$ cat src/rtl/alu_serial_ctrl.sv
// Bit-serial 32-bit ALU sequencer driving a single 1-bit ALU slice, LSB first.
// Optional feature macro: ALU_SERIAL_NOR_EN (decode 1100 as NOR; otherwise illegal).
module alu_serial_ctrl #(
   parameter int WIDTH = 32
) (
   input  logic             clk_i,
   input  logic             rst_i,
   input  logic             start_i,
   input  logic [WIDTH-1:0] src1_i,
   input  logic [WIDTH-1:0] src2_i,
   input  logic [3:0]       ALU_control_i,
   output logic [WIDTH-1:0] result_o,
   output logic             zero_o,
   output logic             cout_o,
   output logic             overflow_o,
   output logic             busy_o,
   output logic             done_o
);

   localparam int CW = (WIDTH > 1) ? $clog2(WIDTH) : 1;
   localparam logic [CW-1:0] LAST = CW'(WIDTH - 1);

   typedef enum logic [1:0] {IDLE = 2'd0, RUN = 2'd1, FIN = 2'd2} state_t;
   typedef enum logic [2:0] {
      K_AND = 3'd0, K_OR = 3'd1, K_ADD = 3'd2, K_SUB = 3'd3,
      K_SLT = 3'd4, K_NOR = 3'd5, K_ILL = 3'd6
   } kind_t;

   function automatic kind_t decode(input logic [3:0] code);
      case (code)
         4'b0000: decode = K_AND;
         4'b0001: decode = K_OR;
         4'b0010: decode = K_ADD;
         4'b0110: decode = K_SUB;
         4'b0111: decode = K_SLT;
`ifdef ALU_SERIAL_NOR_EN
         4'b1100: decode = K_NOR;
`endif
         default: decode = K_ILL;
      endcase
   endfunction

   // Behaviour of the 1-bit slice: returns {cout, result}.
   function automatic logic [1:0] slice(input logic a, input logic b, input logic a_inv,
                                        input logic b_inv, input logic [1:0] op, input logic cin);
      logic aa;
      logic bb;
      logic res;
      aa = a ^ a_inv;
      bb = b ^ b_inv;
      case (op)
         2'b00:   res = aa & bb;
         2'b01:   res = aa | bb;
         2'b10:   res = aa ^ bb ^ cin;
         default: res = 1'b0;
      endcase
      slice = {(aa & bb) | (aa & cin) | (bb & cin), res};
   endfunction

   state_t           state_r, state_nx;
   kind_t            kind_r, kind_s;
   logic [WIDTH-1:0] a_r, b_r, res_sh_r, fin_res_s;
   logic [CW-1:0]    cnt_r;
   logic             carry_r, cin_msb_r, sum_msb_r;
   logic             a_inv_s, b_inv_s, arith_s, ovf_s, set_s;
   logic [1:0]       slice_op_s, slice_out_s;
   logic [WIDTH-1:0] result_r;
   logic             zero_r, cout_r, overflow_r, busy_r, done_r;

   assign kind_s = decode(ALU_control_i);

   // Slice control from the latched operation class.
   always_comb begin
      a_inv_s    = 1'b0;
      b_inv_s    = 1'b0;
      slice_op_s = 2'b00;
      case (kind_r)
         K_OR:  slice_op_s = 2'b01;
         K_ADD: slice_op_s = 2'b10;
         K_SUB, K_SLT: begin
            b_inv_s    = 1'b1;
            slice_op_s = 2'b10;
         end
         K_NOR: begin
`ifdef ALU_SERIAL_NOR_EN
            a_inv_s = 1'b1;
`else
            a_inv_s = 1'b0;
`endif
            b_inv_s = 1'b1;
         end
         default: slice_op_s = 2'b00;
      endcase
   end

   assign slice_out_s = slice(a_r[0], b_r[0], a_inv_s, b_inv_s, slice_op_s, carry_r);

   // Flag resolution used in the finishing cycle.
   always_comb begin
      arith_s = (kind_r == K_ADD) || (kind_r == K_SUB) || (kind_r == K_SLT);
      ovf_s   = arith_s & (cin_msb_r ^ carry_r);
      set_s   = sum_msb_r ^ ovf_s;
      if (kind_r == K_SLT) begin
         fin_res_s = {{(WIDTH-1){1'b0}}, set_s};
      end else if (kind_r == K_ILL) begin
         fin_res_s = '0;
      end else begin
         fin_res_s = res_sh_r;
      end
   end

   // State register.
   always_ff @(posedge clk_i or negedge rst_i) begin
      if (!rst_i) state_r <= IDLE;
      else        state_r <= state_nx;
   end

   // Next-state logic.
   always_comb begin
      state_nx = state_r;
      case (state_r)
         IDLE: begin
            if (start_i) state_nx = RUN;
            else         state_nx = IDLE;
         end
         RUN: begin
            if (cnt_r == LAST) state_nx = FIN;
            else               state_nx = RUN;
         end
         FIN:     state_nx = IDLE;
         default: state_nx = IDLE;
      endcase
   end

   // Operand shifting, carry chain and registered outputs.
   always_ff @(posedge clk_i or negedge rst_i) begin
      if (!rst_i) begin
         kind_r     <= K_AND;
         a_r        <= '0;
         b_r        <= '0;
         res_sh_r   <= '0;
         cnt_r      <= '0;
         carry_r    <= 1'b0;
         cin_msb_r  <= 1'b0;
         sum_msb_r  <= 1'b0;
         result_r   <= '0;
         zero_r     <= 1'b1;
         cout_r     <= 1'b0;
         overflow_r <= 1'b0;
         busy_r     <= 1'b0;
         done_r     <= 1'b0;
      end else begin
         done_r <= 1'b0;
         case (state_r)
            IDLE: begin
               if (start_i) begin
                  kind_r  <= kind_s;
                  a_r     <= (kind_s == K_ILL) ? '0 : src1_i;
                  b_r     <= (kind_s == K_ILL) ? '0 : src2_i;
                  cnt_r   <= '0;
                  carry_r <= (kind_s == K_SUB) || (kind_s == K_SLT);
                  busy_r  <= 1'b1;
               end
            end
            RUN: begin
               a_r      <= a_r >> 1;
               b_r      <= b_r >> 1;
               res_sh_r <= {slice_out_s[0], res_sh_r[WIDTH-1:1]};
               carry_r  <= slice_out_s[1];
               cnt_r    <= cnt_r + CW'(1);
               if (cnt_r == LAST) begin
                  cin_msb_r <= carry_r;
                  sum_msb_r <= slice_out_s[0];
               end
            end
            FIN: begin
               result_r   <= fin_res_s;
               zero_r     <= (fin_res_s == '0);
               cout_r     <= arith_s & carry_r;
               overflow_r <= (kind_r == K_SLT) ? 1'b0 : ovf_s;
               busy_r     <= 1'b0;
               done_r     <= 1'b1;
            end
            default: done_r <= 1'b0;
         endcase
      end
   end

   assign result_o   = result_r;
   assign zero_o     = zero_r;
   assign cout_o     = cout_r;
   assign overflow_o = overflow_r;
   assign busy_o     = busy_r;
   assign done_o     = done_r;

endmodule

$ cat config.mk
export PLATFORM = sky130hd
export DESIGN_NAME = alu_serial_ctrl
export DESIGN_NICKNAME = d
export VERILOG_FILES = /design/src/rtl/alu_serial_ctrl.sv
export SDC_FILE = /design/constraint.sdc
export NUM_CORES = 1
export LEC_CHECK = 0
export ABC_AREA = 1
export BUFFER_PORTS_ARGS = -buffer_cell sky130_fd_sc_hd__clkbuf_2
export CAP_MARGIN = 20
export CORE_MARGIN = 3
export CORE_UTILIZATION = 55
export CTS_CLUSTER_DIAMETER = 100
export DETAILED_ROUTE_END_ITERATION = 10
export MAX_ROUTING_LAYER = met4
export PLACE_DENSITY = 0.77
export SLEW_MARGIN = 20
export SYNTH_ARGS = -nofsm -noshare
export SYNTH_HDL_FRONTEND = slang
export SYNTH_SLANG_ARGS = --single-unit
$ cat constraint.sdc
create_clock -name clk_i -period 2.3 [get_ports clk_i]
set_input_delay 0.46 -clock clk_i [delete_from_list [all_inputs] [get_ports clk_i]]
set_output_delay 0.46 -clock clk_i [all_outputs]
set_load 0.01 [all_outputs]
==> impl_metrics.toml <==
[worst_hold_path]
hold_path_class = "in -> reg"
min_to = "b_r[27]$_DFFE_PN0P_"
hold_depth = 3
hp-start = "src2_i[27]"

[sta]
slew_viol_final = 0
fin_crit_ns = 2.01
rsz0062_at_grt = "no"
setup_viol = 0
timing.final.crit_share = 0.874
tightest_slew_ns = 0.852
tns_ns = 0
fin_worst_skew_ns = 0.00694
slew_headroom = 0.432
fmax_mhz = 498
hold_viol = 0

[critical_path]
crit_required_ns = 2.63
crit_chain = "inv_1 > nand2_1 > o21ai_0 > xor2_1 > fa_1 > inv_1 > nand2_1 > o211ai_1 > nand2_1 > o21ai_0"
reg2regPathDepth = 10
r2r_end = "res_sh_r[31]$_DFFE_PN0P_"
timing.critical_path.mode_cell = "nand2_1"
worst_setup_path_start_kind = "register"
arrival_ns = 2.34
critical-path-max-stage-delay_ns = 0.46
reg2reg_slack_ns = 0.29
critPathMaxFanout = 4
cpMaxStageDelayCell = "fa_1"
endpoint_kind = "register"
path_class = "reg -> reg"
crit_buf_inv = 2
r2r-start = "kind_r[2]$_DFFE_PN0P_"
cp_top_family = "adder cells"

[cts]
htree_levels = 4
cts_tree = "yes"
cts_buffer_depth = 2
root_buffer = "clkbuf_16"
cts.reportedPaths.clkPinSlew_ns = 0.06
cts_sinks = 146
clk_latency_ns = 0.42
cts_buffers = 17

[final_layout]
post-route-util = 0.685
final_common_cell = "dfrtp_1"
layout-drive-gt1-share = 0.206
most-common-layout-cells = "145 x dfrtp_1, 126 x nand2_1, 106 x clkbuf_2"
stdcell_count = 918
regArea_mm2 = 0.00365
multi_input_area_mm2 = 0.00210
insertedDiodeCount = 0
final_cell_area_mm2 = 0.00759
area_growth_pct = 18.9
fin_nets = 841
fillCellCount = 869

[place]
dpl_cell_area_mm2 = 0.00699
gp_congestion = 0.830
io_buffers = 107
dp_hpwl_mm = 9.17
dpl.cell_count = 885

[routing]
dr.pass1.iters = 4
wl_met2_mm = 6.79
wl_per_cell_um = 15.2
top_layer = "met4"
dr.first_iter.drc_count = 306
wl_mm = 13.9
viasPerCell = 5.65
ant_nets = 0
post-route-drc-count = 0
vias = 5186
m1WireLength_mm = 6.07
wl_met3_um = 803

[pwr]
finalPower_mw = 9.05
power.density_mw_per_mm2 = 1190
ir_drop_uv = 708
p_leak_nw = 3.67

[synthesis]
yosysTopAreaCellShare = 0.568
synth_top_area_cell = "dfrtp_1"
yosys_warnings = 0
syn-num-nets = 747
synth_top_cells_by_area = "dfrtp_1 57%, o221ai_1 8.6%, nand2_1 7.5%, nand3_1 6.9%, inv_1 5.5%"
synthCells = 671
yosysSeqAreaShare = 0.572
synth_cell_types = 29
synth_seq_cells = 146
avgSynthCellArea_um2 = 9.52
netlist_area_mm2 = 0.00638

[global_route]
grt_start_max_net_pins = 85
antenna_found_initial = 0
track_usage = 0.240
grt_pass1_wl_mm = 24.1
overflow = 0
first_global_vias = 5113

[floorplanning]
placementRows = 38
fp.dieW_um = 114
core_area_mm2 = 0.0111
dieHeight_um = 114
pin_count = 108
die_area_mm2 = 0.0129
start_util = 0.576

[run_status]
status = "complete, no violations"

[flow_run]
cap_violations = 0
-- cells in the mapped netlist --
master	count
a21oi_1	1
a22o_1	2
a22oi_1	1
a31oi_1	1
buf_1	4
buf_2	18
buf_4	7
buf_6	7
clkbuf_1	9
dfrtp_1	145
dfstp_2	1
fa_1	1
ha_1	4
inv_1	94
inv_2	6
nand2_1	128
nand2_2	1
nand3_1	88
nand4_1	1
nor2_1	10
nor2_2	2
nor2_4	1
o211ai_1	1
o21ai_0	40
o21ai_1	16
o221ai_1	63
o22ai_1	1
o31ai_1	16
xor2_1	2
-- cells by family (layout without fill, tap and decap cells) --
group	count (synthesis)	after routing	synth area share
buffers and inverters	145	252	0.101
XOR/XNOR	2	2	0.00274
flip-flops	146	146	0.572
AO/OA/AOI/OAI	142	142	0.157
adder cells (fa/ha/maj)	5	5	0.0110
AND/OR/NAND/NOR	231	231	0.156
-- per-layer routing --
layer  vias up  global-route usage
li1       2473                   -
met1      2508               0.316
met2       179               0.366
met3        26              0.0573
met4         0              0.0889
met5         -                   -
-- worst min-delay path: cells and delay by family --
family	cells	cell delay (ns)
AO/OA/AOI/OAI	1	0.06
AND/OR/NAND/NOR	1	0.06
buffers and inverters	1	0.07
-- area by class of cell --
| class | instances | area share |
|---|---|---|
| Sequential cell | 146 | 0.482 |
| Multi-Input combinational cell | 380 | 0.277 |
| Timing Repair Buffer | 120 | 0.0912 |
| Clock buffer | 27 | 0.0676 |
| Inverter | 100 | 0.0495 |
| Tap cell | 140 | 0.0231 |
| Clock inverter | 5 | 0.00989 |
-- sequential cells by signal, summed over array words and instances, names as in the netlist --
name and count:
state_r 2, b_r 32, sum_msb_r 1, cin_msb_r 1
result_o 32, kind_r 3, cout_o 1, carry_r 1
a_r 32, cnt_r 5, zero_o 1, done_o 1
res_sh_r 32, overflow_o 1, busy_o 1
-- metrics by stage --
stage,worst slack [ns],hold WS [ns]
CTS,0.304,0.263
global placement,0.425,0.400
finish,0.291,0.276
detailed placement,0.302,0.401
floorplan,0.488,0.164
global route,0.0828,0.270
-- worst max path at each step --
| stage | start | endpoint | slack [ns] | cells past startpoint |
|---|---|---|---|---|
| after detailed placement | kind_r[2]$_DFFE_PN0P_ | sum_msb_r$_DFFE_PN0P_ | 0.30 | 10 |
| after global placement | kind_r[2]$_DFFE_PN0P_ | res_sh_r[31]$_DFFE_PN0P_ | 0.43 | 10 |
| after floorplan | kind_r[2]$_DFFE_PN0P_ | sum_msb_r$_DFFE_PN0P_ | 0.49 | 10 |
| final | kind_r[2]$_DFFE_PN0P_ | res_sh_r[31]$_DFFE_PN0P_ | 0.29 | 10 |
| after CTS | kind_r[2]$_DFFE_PN0P_ | sum_msb_r$_DFFE_PN0P_ | 0.30 | 10 |
| after global routing | kind_r[2]$_DFFE_PN0P_ | res_sh_r[31]$_DFFE_PN0P_ | 0.08 | 10 |
-- where the power goes --
part           internal [mW]  switching [mW]  total, mW
clock network           1.74           0.991       2.73
logic                  0.896            1.72       2.62
registers               3.33           0.380       3.71
-- what timing repair did --
action                                  in CTS  in global routing
hold buffers                                 1                  0
gates resized for setup                      0                  0
setup buffers                                0                  0
endpoints found under the setup margin       0                  0
endpoints found under the hold margin       39                  0
Note: power is estimated with default switching activity, not from simulation.
